## config.mk

```make
export PLATFORM = sky130hd
export DESIGN_NAME = axi_lite_master
export DESIGN_NICKNAME = d
export VERILOG_FILES = /design/src/rtl/axi_lite_master.sv
export SDC_FILE = /design/constraint.sdc
export NUM_CORES = 1
export LEC_CHECK = 0
export BUFFER_PORTS_ARGS = -buffer_cell sky130_fd_sc_hd__buf_2
export CORE_MARGIN = 2
export CORE_UTILIZATION = 42
export CTS_CLUSTER_DIAMETER = 40
export DETAILED_ROUTE_END_ITERATION = 10
export PLACE_DENSITY = 0.78
export SYNTH_ARGS = -nofsm -noshare
export SYNTH_HDL_FRONTEND = slang
export SYNTH_SLANG_ARGS = --single-unit
```

## constraint.sdc

```tcl
create_clock -name clk_i -period 1.8 [get_ports clk_i]
set_input_delay 0.36 -clock clk_i [delete_from_list [all_inputs] [get_ports clk_i]]
set_output_delay 0.36 -clock clk_i [all_outputs]
set_load 0.005 [all_outputs]
```

## src/rtl/axi_lite_master.sv

```systemverilog
// axi_lite_master: single-outstanding AXI4-Lite initiator driven by a command/response stream,
// with a sticky per-transaction watchdog that flags slaves which never respond.
module axi_lite_master #(
    parameter int ADDR_W         = 32,
    parameter int DATA_W         = 32,
    parameter int TIMEOUT_CYCLES = 1024
) (
    input  logic                clk_i,
    input  logic                rst_ni,
    input  logic                cmd_valid,
    output logic                cmd_ready,
    input  logic                cmd_write,
    input  logic [ADDR_W-1:0]   cmd_addr,
    input  logic [2:0]          cmd_prot,
    input  logic [DATA_W-1:0]   cmd_wdata,
    input  logic [DATA_W/8-1:0] cmd_wstrb,
    output logic                rsp_valid,
    input  logic                rsp_ready,
    output logic                rsp_write,
    output logic [DATA_W-1:0]   rsp_rdata,
    output logic [1:0]          rsp_resp,
    output logic                timeout_err,
    output logic [ADDR_W-1:0]   write_addr,
    output logic [2:0]          write_prot,
    output logic                write_addr_valid,
    input  logic                write_addr_ready,
    output logic [DATA_W-1:0]   write_data,
    output logic [DATA_W/8-1:0] write_strb,
    output logic                write_data_valid,
    input  logic                write_data_ready,
    input  logic [1:0]          write_resp,
    input  logic                write_resp_valid,
    output logic                write_resp_ready,
    output logic [ADDR_W-1:0]   read_addr,
    output logic [2:0]          read_prot,
    output logic                read_addr_valid,
    input  logic                read_addr_ready,
    input  logic [DATA_W-1:0]   read_data,
    input  logic [1:0]          read_resp,
    input  logic                read_data_valid,
    output logic                read_data_ready
);
    localparam logic [15:0] TIMEOUT = 16'(TIMEOUT_CYCLES);

    typedef enum logic [2:0] {IDLE, WR_REQ, WR_RESP, RD_REQ, RD_DATA, RSP} state_t;

    state_t              state, state_n;
    logic                aw_done, w_done, aw_hs, w_hs, accept, busy;
    logic [15:0]         wd_cnt;
    logic [ADDR_W-1:0]   addr_q;
    logic [2:0]          prot_q;
    logic [DATA_W-1:0]   wdata_q;
    logic [DATA_W/8-1:0] wstrb_q;

    assign write_addr = addr_q;
    assign read_addr  = addr_q;
    assign write_prot = prot_q;
    assign read_prot  = prot_q;
    assign write_data = wdata_q;
    assign write_strb = wstrb_q;
    assign aw_hs      = write_addr_valid & write_addr_ready;
    assign w_hs       = write_data_valid & write_data_ready;
    assign accept     = (state == IDLE) & cmd_valid;
    assign busy       = state inside {WR_REQ, WR_RESP, RD_REQ, RD_DATA};

    always_ff @(posedge clk_i or negedge rst_ni)
        if (!rst_ni) state <= IDLE;
        else         state <= state_n;

    // Valids derive only from registered state, never from the ready inputs.
    always_comb begin
        state_n          = state;
        cmd_ready        = 1'b0;
        rsp_valid        = 1'b0;
        write_addr_valid = 1'b0;
        write_data_valid = 1'b0;
        write_resp_ready = 1'b0;
        read_addr_valid  = 1'b0;
        read_data_ready  = 1'b0;
        case (state)
            IDLE: begin
                cmd_ready = 1'b1;
                if (cmd_valid) state_n = cmd_write ? WR_REQ : RD_REQ;
            end
            WR_REQ: begin
                write_addr_valid = !aw_done;
                write_data_valid = !w_done;
                if ((aw_done | aw_hs) & (w_done | w_hs)) state_n = WR_RESP;
            end
            WR_RESP: begin
                write_resp_ready = 1'b1;
                if (write_resp_valid) state_n = RSP;
            end
            RD_REQ: begin
                read_addr_valid = 1'b1;
                if (read_addr_ready) state_n = RD_DATA;
            end
            RD_DATA: begin
                read_data_ready = 1'b1;
                if (read_data_valid) state_n = RSP;
            end
            RSP: begin
                rsp_valid = 1'b1;
                if (rsp_ready) state_n = IDLE;
            end
            default: state_n = IDLE;
        endcase
    end

    always_ff @(posedge clk_i or negedge rst_ni)
        if (!rst_ni) begin
            addr_q      <= '0;
            prot_q      <= '0;
            wdata_q     <= '0;
            wstrb_q     <= '0;
            rsp_write   <= 1'b0;
            rsp_rdata   <= '0;
            rsp_resp    <= '0;
            aw_done     <= 1'b0;
            w_done      <= 1'b0;
            wd_cnt      <= '0;
            timeout_err <= 1'b0;
        end else begin
            if (accept) begin
                addr_q      <= cmd_addr;
                prot_q      <= cmd_prot;
                wdata_q     <= cmd_wdata;
                wstrb_q     <= cmd_wstrb;
                rsp_write   <= cmd_write;
                aw_done     <= 1'b0;
                w_done      <= 1'b0;
                wd_cnt      <= '0;
                timeout_err <= 1'b0;
            end
            if (aw_hs) aw_done <= 1'b1;
            if (w_hs)  w_done  <= 1'b1;
            // Flag is raised in the same cycle the count reaches the limit.
            if (busy) begin
                if (wd_cnt != 16'hFFFF) wd_cnt <= wd_cnt + 16'd1;
                if (TIMEOUT != 16'd0 && wd_cnt + 16'd1 == TIMEOUT) timeout_err <= 1'b1;
            end
            if (state == WR_RESP && write_resp_valid) begin
                rsp_resp  <= write_resp;
                rsp_rdata <= '0;
            end
            if (state == RD_DATA && read_data_valid) begin
                rsp_resp  <= read_resp;
                rsp_rdata <= read_data;
            end
        end
endmodule

```

==> run metrics <==
most frequent cell after synthesis nand2_1; Setup crit start kind flip-flop; CP endpoint write_data_valid; failing checks setup timing; maximum root-to-sink buffer count 2; placed insts 1005; switching share of power a little over a third; clk sinks 128; final non-filler cell total roughly 1000; post-route minimum period 1.85 ns; Setup crit end kind output pin; io pins 266; RSZ-0062 raised after global routing yes; pre-CTS setup slack -0.00747 ns; part of the power in the clock network 25.5%; Area contributors post-synth dfrtp_1 (56%), nand2_1 (15%), a22o_1 (5.7%); DPL Wire Length approximately 11000 µm; Synth Net Count a little over 700; cell taking the most area after synthesis dfrtp_1; synthesis-stage register bit count 128; Final Setup Violations 3; Crit Path Category flip-flop to output pin; outcome finished, violations left; Worst Path Max Fanout 5; period utilization 103%; Post-Syn Area 5690 µm²; first-pass GRT wire length 24100 µm; Post-synth EDFFs 0; Vias/cell 4.79; power per cell area around 1700 nW/µm²; Max Freq between 500 and 600 MHz; P_int between 0.008 and 0.009 W; CTS tree yes; Post-Layout Inst Area 7930 µm²; Post-synth ARST share 100%; leakage about 4.5 nW; fin. max-slew vios 0; largest net degree at the start of global routing 78; cells after synthesis 592; clk_lat worst skew about 0.41 ns; Core ar. roughly 13000 µm²; layout cells sized above 1 44.1%; Power, Total roughly 0.013 W; worst hold path type input pin to flip-flop; Least-Margin Pin Slew 0.391 ns; Final Net Count ~970; Clock Tree Root clkbuf_16; total global routing overflow 0; CTS Buf Count 17; critical path arrival 1.49 ns; Area Overhead vs Synth 39.4%; via count 4990; Gate power share 39.0%; number of global-route vias before repair 5010; chip width 120 µm; Initial Util between 40 and 50%; Fin. Hold Viols 0; Reg clk slew, reported paths around 0.06 ns; Overall Global Routing Usage 20.9%; height of the die 120 µm; DRC Markers 0; Top FF cell, synth dfrtp_1; power share of the sequential group 35.5%; Reg2Reg Setup Slack 0 ns; Placed Area 7170 µm²; die area 14500 µm²; post-route ant nets 0; area share of the largest cell type after synthesis 56.3%; H-tree depth 4; FP Rows between 40 and 50; routed wire length 14700 µm; reg-to-reg startpoint state[0]; R2R depth 7; Seq/Total Area, Yosys 56.3%; Slew headroom 73.9%; commonest cells in the netlist nand2_1 (231), dfrtp_1 (128), a22o_1 (37), buf_4 (37), buf_2 (18); Critical Path Start state[1]; diode count 0; Filler Cells Inserted about 1200; worst endpoint required time 1.44 ns; Avg WL per Cell 14.1 µm; distinct cell type count after synthesis 57; FF-to-FF End wd_cnt[6]; GP Congestion 0.874; fin worst setup slack -0.0537 ns; Synth Area per Inst 9.61 µm²; Syn. warnings 0; Buffers on Ports 265; Maximum Capacitance Violations 0; Post-Route Skew 0.0119 ns; Initial DRT Pass Iterations 4; Worst VDD drop 0.794 mV; initial antenna violation count 1; Psw 0.00462 W; DR iter-0 viols about 230
-- state kept, by name (all words and copies together), names as in the netlist --
signal	count
read_addr	32
rsp_rdata	32
write_data	32
wd_cnt	16
write_strb	4
read_prot	3
state	3
rsp_resp	2
aw_done	1
rsp_write	1
timeout_err	1
w_done	1
-- metal layers --
layer	vias to the layer above	track usage, %	wire length, µm
met3	22	5.90	1020
met2	198	35.5	7320
met4	0	6.76	257
met5	-	0	0
met1	2317	25.6	6130
li1	2453	-	-
-- worst min path at each step --
stage             startpoint              to  depth (start not counted)
2_1_floorplan         rst_ni         aw_done                          0
3_3_place_gp          rst_ni   rsp_rdata[18]                          2
3_5_place_dp          rst_ni   rsp_rdata[15]                          2
4_1_cts         cmd_addr[25]   read_addr[25]                          3
5_1_grt          cmd_addr[0]    read_addr[0]                          3
6_report       cmd_wdata[28]  write_data[28]                          3
-- power groups by stage --
stage / clock network [W] / logic, W / registers [W]
after floorplan: 0 / 0.00287 / 0.00474
after global placement: 0 / 0.00470 / 0.00464
after detailed placement: 0 / 0.00483 / 0.00467
after CTS: 0.00342 / 0.00500 / 0.00465
after global routing: 0.00357 / 0.00577 / 0.00481
final: 0.00334 / 0.00511 / 0.00466
-- cell type report --
| type | instances | area, µm² | share of cell area (%) |
|---|---|---|---|
| tap | 176 | 220 | 2.78 |
| clock buffer | 18 | 439 | 5.54 |
| clock inverter | 14 | 141 | 1.78 |
| timing repair buffer | 311 | 1770 | 22.3 |
| sequential | 128 | 3210 | 40.4 |
| inverter | 7 | 28.8 | 0.363 |
| multi-input combinational | 388 | 2130 | 26.8 |
-- repair_timing --
action | 4_1_cts | 5_1_grt
pin swaps | 3 | 6
hold buffers | 1 | 0
setup buffers | 2 | 2
hold endpoints to repair | 53 | 0
gates resized for setup | 14 | 22
setup endpoints to repair | 12 | 23
-- cell usage in the layout (no fill, tap or decap), drive strengths merged, types with 4 or more instances in the layout --
cell | netlist | layout
xnor2 | 4 | 4
a21boi | 4 | 4
nor3b | 5 | 5
buf | 59 | 310
nor2 | 11 | 11
a21o | 5 | 5
or3 | 4 | 4
clkinv | 0 | 4
nor3 | 12 | 12
o21ai | 17 | 17
nor4 | 4 | 4
nand2 | 232 | 232
nand3 | 12 | 12
nand4 | 4 | 4
clkbuf | 10 | 18
a22o | 37 | 37
dfrtp | 128 | 128
inv | 7 | 15
mux2i | 4 | 4
-- stage by stage --
step	TNS, ns	hold WS, ns	util, %
after global placement	0	0.385	54.1
after CTS	-0.165	0.128	59.1
final	-0.134	0.133	59.9
after global routing	-0.637	0.121	59.9
after detailed placement	-0.0165	0.398	54.1
after floorplan	0	0.0644	-
-- worst max-delay path: stages, from the launching register on --
cell and delay (ns):
dfrtp_1 0.43, or3_4 0.44, nor2_2 0.10, buf_2 0.12
-- logic make-up (layout without fill, tap and decap cells) --
group                      Yosys count  after routing  synth area share [%]
and+or+nand+nor                    297            297                  22.6
xor gates and xnor gates             6              6                 0.923
DFF                                128            128                  56.3
muxes                                5              5                 0.902
buffers and inverters               76            350                  8.40
AOI/OAI and AO/OA                   79             79                  10.7
adders and majority gates            1              1                 0.220
Note: power is estimated with default switching activity, not from simulation.
